$ cat config.mk
export PLATFORM = sky130hd
export DESIGN_NAME = keccak_padder_mr
export DESIGN_NICKNAME = d
export VERILOG_FILES = /design/src/rtl/keccak_padder_mr.sv
export SDC_FILE = /design/constraint.sdc
export NUM_CORES = 2
export LEC_CHECK = 0
export CAP_MARGIN = 25
export CORE_AREA = 8 8 475 477
export CTS_CLUSTER_DIAMETER = 40
export DETAILED_ROUTE_END_ITERATION = 7
export DIE_AREA = 0 0 483 485
export HOLD_SLACK_MARGIN = 0.03
export SYNTH_ARGS = -nofsm -noshare
export SYNTH_HDL_FRONTEND = slang
export SYNTH_SLANG_ARGS = --single-unit
$ cat constraint.sdc
create_clock -name clk -period 3.9 [get_ports clk]
set_input_delay 0.78 -clock clk [delete_from_list [all_inputs] [get_ports clk]]
set_output_delay 0.78 -clock clk [all_outputs]
set_load 0.05 [all_outputs]
$ cat src/rtl/keccak_padder_mr.sv
// keccak_padder_mr: packs 64-bit words into one rate-sized block and applies pad10*1.
// Build option: define SHA3_FIPS_PAD_EN to use the SHA-3 domain pad byte 0x06 instead of 0x01.
module keccak_padder_mr #(
    parameter int MAX_WORDS = 18,
    parameter int CNT_W     = 5
) (
    input  logic                    clk,
    input  logic                    reset,
    input  logic [1:0]              mode,
    input  logic [63:0]             in,
    input  logic                    in_ready,
    input  logic                    is_last,
    input  logic [2:0]              byte_num,
    output logic                    buffer_full,
    output logic [64*MAX_WORDS-1:0] out,
    output logic                    out_ready,
    input  logic                    f_ack
);

    // state     | meaning
    // ACCEPT    | collecting message words into the block
    // FULL      | data block complete, waiting for f_ack
    // LAST_FULL | padded final block complete, waiting for f_ack
    // DONE      | message finished, inputs ignored until reset
    typedef enum logic [1:0] {
        ACCEPT    = 2'd0,
        FULL      = 2'd1,
        LAST_FULL = 2'd2,
        DONE      = 2'd3
    } state_t;

`ifdef SHA3_FIPS_PAD_EN
    localparam logic [7:0] PAD_BYTE = 8'h06;
`else
    localparam logic [7:0] PAD_BYTE = 8'h01;
`endif

    function automatic logic [CNT_W-1:0] rate_of(input logic [1:0] m);
        logic [CNT_W-1:0] r;
        case (m)
            2'd0:    r = CNT_W'(18);
            2'd1:    r = CNT_W'(17);
            2'd2:    r = CNT_W'(13);
            default: r = CNT_W'(9);
        endcase
        return r;
    endfunction

    state_t           state_q, state_d;
    logic [CNT_W-1:0] cnt_q, cnt_d;
    logic [CNT_W-1:0] rate_q, rate_d;
    logic             started_q, started_d;
    logic [63:0]      buf_q [MAX_WORDS];
    logic [63:0]      buf_d [MAX_WORDS];
    logic [CNT_W-1:0] rate_cur;
    logic [63:0]      pad_word;
    logic             take_word;
    logic             take_last;

    // The rate is frozen once the message has started, so mid-message mode changes are ignored.
    always_comb begin
        rate_cur  = started_q ? rate_q : rate_of(mode);
        take_word = in_ready && !is_last && (state_q == ACCEPT);
        take_last = in_ready &&  is_last && (state_q == ACCEPT);
    end

    always_comb begin
        pad_word = '0;
        for (int i = 0; i < 8; i++) begin
            if (3'(i) < byte_num)
                pad_word[63-8*i -: 8] = in[63-8*i -: 8];
            else if (3'(i) == byte_num)
                pad_word[63-8*i -: 8] = PAD_BYTE;
        end
    end

    always_comb begin
        state_d   = state_q;
        cnt_d     = cnt_q;
        rate_d    = rate_q;
        started_d = started_q;
        for (int j = 0; j < MAX_WORDS; j++)
            buf_d[j] = buf_q[j];

        case (state_q)
            ACCEPT: begin
                if (take_word) begin
                    for (int j = 0; j < MAX_WORDS; j++)
                        if (CNT_W'(j) == cnt_q)
                            buf_d[j] = in;
                    cnt_d     = cnt_q + 1'b1;
                    rate_d    = rate_cur;
                    started_d = 1'b1;
                    if (cnt_q + 1'b1 == rate_cur)
                        state_d = FULL;
                end else if (take_last) begin
                    rate_d    = rate_cur;
                    started_d = 1'b1;
                    // Final slot, zero-fill and the closing 0x80 all land in this one edge.
                    for (int j = 0; j < MAX_WORDS; j++) begin
                        if (CNT_W'(j) == cnt_q)
                            buf_d[j] = pad_word;
                        else if (CNT_W'(j) > cnt_q)
                            buf_d[j] = '0;
                        if (CNT_W'(j) == rate_cur - 1'b1)
                            buf_d[j][7:0] = buf_d[j][7:0] | 8'h80;
                    end
                    state_d = LAST_FULL;
                end
            end
            FULL: begin
                if (f_ack) begin
                    state_d = ACCEPT;
                    cnt_d   = '0;
                    for (int j = 0; j < MAX_WORDS; j++)
                        buf_d[j] = '0;
                end
            end
            LAST_FULL: begin
                if (f_ack)
                    state_d = DONE;
            end
            default: begin
                state_d = DONE;
            end
        endcase
    end

    always_ff @(posedge clk) begin
        if (reset) begin
            state_q     <= ACCEPT;
            cnt_q       <= '0;
            rate_q      <= '0;
            started_q   <= 1'b0;
            out_ready   <= 1'b0;
            buffer_full <= 1'b0;
            for (int j = 0; j < MAX_WORDS; j++)
                buf_q[j] <= '0;
        end else begin
            state_q     <= state_d;
            cnt_q       <= cnt_d;
            rate_q      <= rate_d;
            started_q   <= started_d;
            out_ready   <= (state_d == FULL) || (state_d == LAST_FULL);
            buffer_full <= (state_d == FULL) || (state_d == LAST_FULL);
            for (int j = 0; j < MAX_WORDS; j++)
                buf_q[j] <= buf_d[j];
        end
    end

    always_comb begin
        out = '0;
        for (int j = 0; j < MAX_WORDS; j++)
            out[64*(MAX_WORDS-1-j) +: 64] = buf_q[j];
    end

endmodule
After elaboration in Yosys (flattened, before gate mapping)
Memory sizes are Yosys's and may differ from the RTL's.
Index checks and enable logic that the tools add are counted.
{"block": "op_classes", "n_addsub": 2, "n_lt_le_gt_ge": 26, "n_eq_ne": 50, "mux": 128, "n_bitwise": 18, "reduce_logical": 15}
{"cell": "$mux 64", "count": 72}
{"cell": "$mux 1152", "count": 3}
{"cell": "$pmux 1152 s2", "count": 1}
{"cell": "$mux 8", "count": 26}
{"cell": "$eq 4x5->1 const A", "count": 16}
{"cell": "$eq 3x5->1 const A", "count": 8}
{"cell": "$gt 4x5->1 const A", "count": 8}
{"cell": "$mux 5", "count": 5}
{"cell": "$eq 2x5->1 const A", "count": 4}
{"cell": "$eq 5x5->1 const A", "count": 4}
{"cell": "$gt 3x5->1 const A", "count": 4}
{"cell": "$or 1x1->1", "count": 18}
{"cell": "$pmux 5 s3", "count": 1}
{"cell": "$mux 1", "count": 13}
{"cell": "$eq 3x3->1 const A", "count": 4}
{"cell": "$lt 3x3->1 const A", "count": 4}
{"cell": "$eq 1x5->1 const A", "count": 2}
{"cell": "$gt 1x5->1 const A", "count": 2}
{"cell": "$gt 2x5->1 const A", "count": 2}
{"cell": "$gt 5x5->1 const A", "count": 2}
{"cell": "$logic_not 5->1", "count": 2}
{"cell": "$mux 2", "count": 5}
{"cell": "$pmux 5 s2", "count": 1}
{"cell": "$eq 2x1->1 const B", "count": 3}
{"cell": "18 further kinds", "count": 29}
{"block": "word_totals", "regBits": 14, "ramBits": 1152, "in_bits": 74, "n_memories": 1}
{"name": "buf_q", "depth": 18, "width": 64, "read_ports": 18, "rd_ports_with_merged_regs": 0, "write_ports": 18, "line_no": "53", "rtl": "logic [63:0] buf_q [MAX_WORDS];"}

Logic depth before layout (Yosys ltp)
{"block": "logic_depth", "ltp_word": 10, "mapped_depth": 11}

Least setup slack after synthesis
OpenSTA, ideal clock, no wires.
{"block": "synth_path", "path_kind": "input -> register", "from": "in in[7]", "to": "mem buf_q[4][41]", "setup_ns": 0.128, "t_arrival_ns": 2.265, "required_ns": 3.772, "path_slack_ns": 1.508, "stages": 8, "n_path_buf": 3, "path_cell_list": "or3b_1 > a21oi_2 > o221ai_1 > buf_2 > buf_2 > buf_2 > a21oi_1 > nor2_1"}
{"item": "start, declared", "line_no": "10", "rtl": "input logic [63:0] in,"}
{"item": "end, declared", "line_no": "53"}

==> flow_metrics.tcl <==
set metrics [dict create \
    outcome "complete, but fails checks" \
    violations "design-rule violations" \
    slew_headroom_pct 20.02 \
    multiInputGateArea_sq_mm 0.02469 \
    r2r-end "buf_q[6][41]" \
    netlist_area_sq_mm 0.05107 \
    overflow 0 \
    p_int_mw 26.60 \
    clock_sinks 1166 \
    dieArea_sq_mm 0.2343 \
    h-tree-depth 4 \
    ff_latch_area_sq_mm 0.02335 \
    r2r_start "cnt_q[1]" \
    drtIter0Drc 7335 \
    max_stage_delay_ns 0.66 \
    async_reset_ff_share_pct 0 \
    slew_viol_final 0 \
    ys_ff_latch 1166 \
    rsz0062_at_grt "no" \
    grt_pass1_vias 56210 \
    clk_pin_slew_ns 0.06 \
    grt_use_total_pct 26.54 \
    end_kind "flip-flop" \
    r2r_slack_ns 0.29 \
    hpwl_mm 236.3 \
    worstPathCellList "ha_1 > nor2b_1 > and2_1 > o21ai_0 > buf_4 > a21oi_4 > buf_12 > nand3_1 > a21oi_1" \
    fin_crit_sh_pct 92.51 \
    synth_ff_type "dfxtp_1" \
    clk_path_buf_depth 3 \
    synthCells 6779 \
    cts-resized-gates 0 \
    synth_edf_count 0 \
    cp.arrival_ns 4.37 \
    grt_pass1_wl_mm 450.4 \
    drc 1 \
    ys_warn_count 0 \
    route.vias.total 59740 \
    critical_path_class "reg2reg" \
    core-area_sq_mm 0.2182 \
    synth-seq-area-share_pct 45.70 \
    pwr-share-comb_pct 22.2 \
    clock_latency_ns 0.85 \
    max-cap-violations 0 \
    syn_to_final_growth_pct 46.34 \
    place_ws_ns 0.1551 \
    switchingPower_mw 14.34 \
    grt_antenna_before_repair 37 \
    ys_types 69 \
    synth_nets 6856 \
    post_cts_buffers 0 \
    r2r.worst_path.cells 9 \
    tightest_slew_ns 1.200 \
    min_path_type "reg2reg" \
    gp_congestion 0.9028 \
    postCtsHoldBufs 0 \
    leakage_nw 25.62 \
    critPathSlowestCell "dfxtp_1" \
    endpoint "buf_q[6][41]" \
    fmax_mhz 277.2 \
    cts_tree "built" \
    die_h_microns 485 \
    die_w_microns 483 \
    setup_ws_ns 0.2922 \
    drive_above_1_share_pct 11.26 \
    nFillCells 22620 \
    start_util_pct 23.40 \
    startpoint_type "flip-flop" \
    nets 7849 \
    swShare_pct 35.03 \
    required_ns 4.67 \
    routed_wl_mm 332.4 \
    cts-root-buf "clkbuf_16" \
    hold_viol 0 \
    clkPwrFrac_pct 45.8 \
    setup_violations 0 \
    io_pins 1228 \
    whs_ns 0.4482 \
    pwr-share-seq_pct 32.0 \
    postRouteAntennaNets 0 \
    finClkSkew_ns 0.06435 \
    row_count 172 \
    cts_buffers 203 \
    drtPass1Iterations 8 \
    wl_per_cell_microns 30.61 \
    synth_area_per_cell_sq_um 7.534 \
    powerDensity_mw_per_mm2 547.8 \
    ir_drop_mv 0.4237 \
    tns_ns 0 \
    io_buffers 1227 \
    critical_path_peak_fanout 47 \
    startpoint "cnt_q[1]" \
    viasPerCell 5.501 \
    grt_max_degree 220 \
    fin_total_pwr_mw 40.94 \
    fin_crit_ns 3.608 \
]
## flip-flops by register name, indices dropped and copies added (netlist names)
signal	count
cnt_q	5
out_ready	1
rate_q	5
started_q	1
buf_q	1152
state_q	2
## worst max-delay path, delay by kind of cell (launching register included)
kind | cells | cell delay, ns
and+or+nand+nor | 3 | 1.39
DFF | 1 | 0.66
AOI/OAI and AO/OA | 3 | 0.51
buffers and inverters | 2 | 0.46
adders and majority gates | 1 | 0.45
## cell families after synthesis
family          count (synthesis)  share of synthesized area (%)
compound gates               2612                          29.05
simple gates                 2165                          18.01
flops                        1166                          45.70
buf+inv                       819                          6.901
xor+xnor                        8                         0.1372
mux                             6                         0.1225
fa+ha+maj                       3                        0.07350
## synthesized netlist by cell type (all sizes together), types with 3 or more instances
cell | n | area share, %
a2111oi | 50 | 0.89
a211oi | 168 | 2.5
a21boi | 6 | 0.088
a21o | 10 | 0.15
a21oi | 1193 | 12
a221o | 4 | 0.078
a221oi | 5 | 0.15
a22oi | 55 | 0.81
a311oi | 8 | 0.14
a31oi | 103 | 1.3
a32oi | 4 | 0.069
and2 | 35 | 0.43
and3 | 10 | 0.12
buf | 249 | 2.7
clkbuf | 551 | 4.0
dfxtp | 1166 | 46
ha | 3 | 0.074
inv | 19 | 0.14
mux2i | 4 | 0.078
nand2 | 657 | 4.8
nand2b | 13 | 0.16
nand3 | 377 | 3.7
nand3b | 11 | 0.16
nor2 | 810 | 6.0
nor2b | 11 | 0.13
nor3 | 212 | 2.1
o211ai | 8 | 0.12
o21a | 6 | 0.088
o21ai | 713 | 7.0
o21ba | 41 | 0.80
o21bai | 44 | 0.65
o22ai | 179 | 2.2
o31ai | 3 | 0.044
o32ai | 3 | 0.051
or2 | 10 | 0.12
or3 | 10 | 0.12
xnor2 | 5 | 0.086
xor2 | 3 | 0.051
## metal layers
layer  wire length [microns]  track usage [%]  vias to the layer above
li1                        -                -                    25910
met1                  130400            33.17                    28540
met2                  138100            39.05                     4394
met3                   38690            8.339                      891
met4                   25150            17.81                        6
met5                      42                0                        -
## power by group through the flow
| stage | registers (mW) | clock network (mW) | logic (mW) |
|---|---|---|---|
| global placement | 13.3 | 0 | 8.91 |
| floorplan | 15.3 | 0 | 2.96 |
| global route | 13.2 | 19.5 | 9.42 |
| finish | 13.1 | 18.7 | 9.08 |
| detailed placement | 13.3 | 0 | 8.97 |
| CTS | 13.1 | 18.9 | 9.00 |
## layout make-up
| type | instances | area share (%) |
|---|---|---|
| Inverter | 19 | 0.09542 |
| Timing Repair Buffer | 1588 | 21.02 |
| Antenna cell | 36 | 0.1205 |
| Multi-Input combinational cell | 4794 | 33.03 |
| Tap cell | 2871 | 4.806 |
| Clock inverter | 148 | 2.456 |
| Clock buffer | 237 | 7.225 |
| Sequential cell | 1166 | 31.24 |
## stage by stage
stage               util (%)  instances  area (sq um)
floorplan                  -       6779         51070
global placement       30.87      10430         67370
detailed placement     30.89      10440         67410
CTS                    34.21      10820         74640
global route           34.23      10840         74690
finish                 34.25      10860         74740
## worst min-delay path by stage
stage | start | to | depth (start not counted) | slack, ns
floorplan | rate_q[4] | rate_q[4] | 2 | 0.52
global placement | buf_q[14][14] | buf_q[14][14] | 2 | 0.44
detailed placement | buf_q[6][28] | buf_q[6][28] | 2 | 0.44
CTS | buf_q[2][31] | buf_q[2][31] | 2 | 0.45
global route | buf_q[8][50] | buf_q[8][50] | 2 | 0.46
finish | buf_q[6][18] | buf_q[6][18] | 2 | 0.45
## cell usage in the layout, fill, tap and decap left out, types with 9 or more instances in the layout
master | synthesis | routed
nor2_1 | 808 | 801
clkbuf_1 | 551 | 17
nand3b_1 | 11 | 11
and2_0 | 19 | 18
a22oi_1 | 55 | 55
o21bai_1 | 44 | 15
dfxtp_1 | 1166 | 1164
and3_1 | 10 | 9
a31oi_1 | 102 | 102
nand2_2 | 2 | 16
clkbuf_16 | 0 | 205
o21ai_0 | 694 | 691
a21oi_1 | 1186 | 1182
a2111oi_0 | 49 | 49
nand2_1 | 655 | 635
buf_4 | 27 | 308
and2_1 | 16 | 15
a21o_1 | 10 | 9
o21ai_1 | 19 | 18
inv_6 | 0 | 28
clkinvlp_4 | 0 | 31
o22ai_1 | 179 | 179
clkinv_4 | 0 | 28
nand3_1 | 377 | 376
or2_2 | 9 | 9
o21bai_2 | 0 | 27
clkdlybuf4s50_1 | 0 | 1220
inv_1 | 19 | 19
a211oi_1 | 168 | 168
clkbuf_8 | 0 | 15
buf_12 | 0 | 57
clkinv_2 | 0 | 25
diode_2 | 0 | 36
bufinv_16 | 0 | 22
nor3_1 | 209 | 209
nand2b_1 | 13 | 11
o21ba_2 | 41 | 41
a21oi_4 | 3 | 10
or3_1 | 10 | 10
Note: power is estimated with default switching activity, not from simulation.
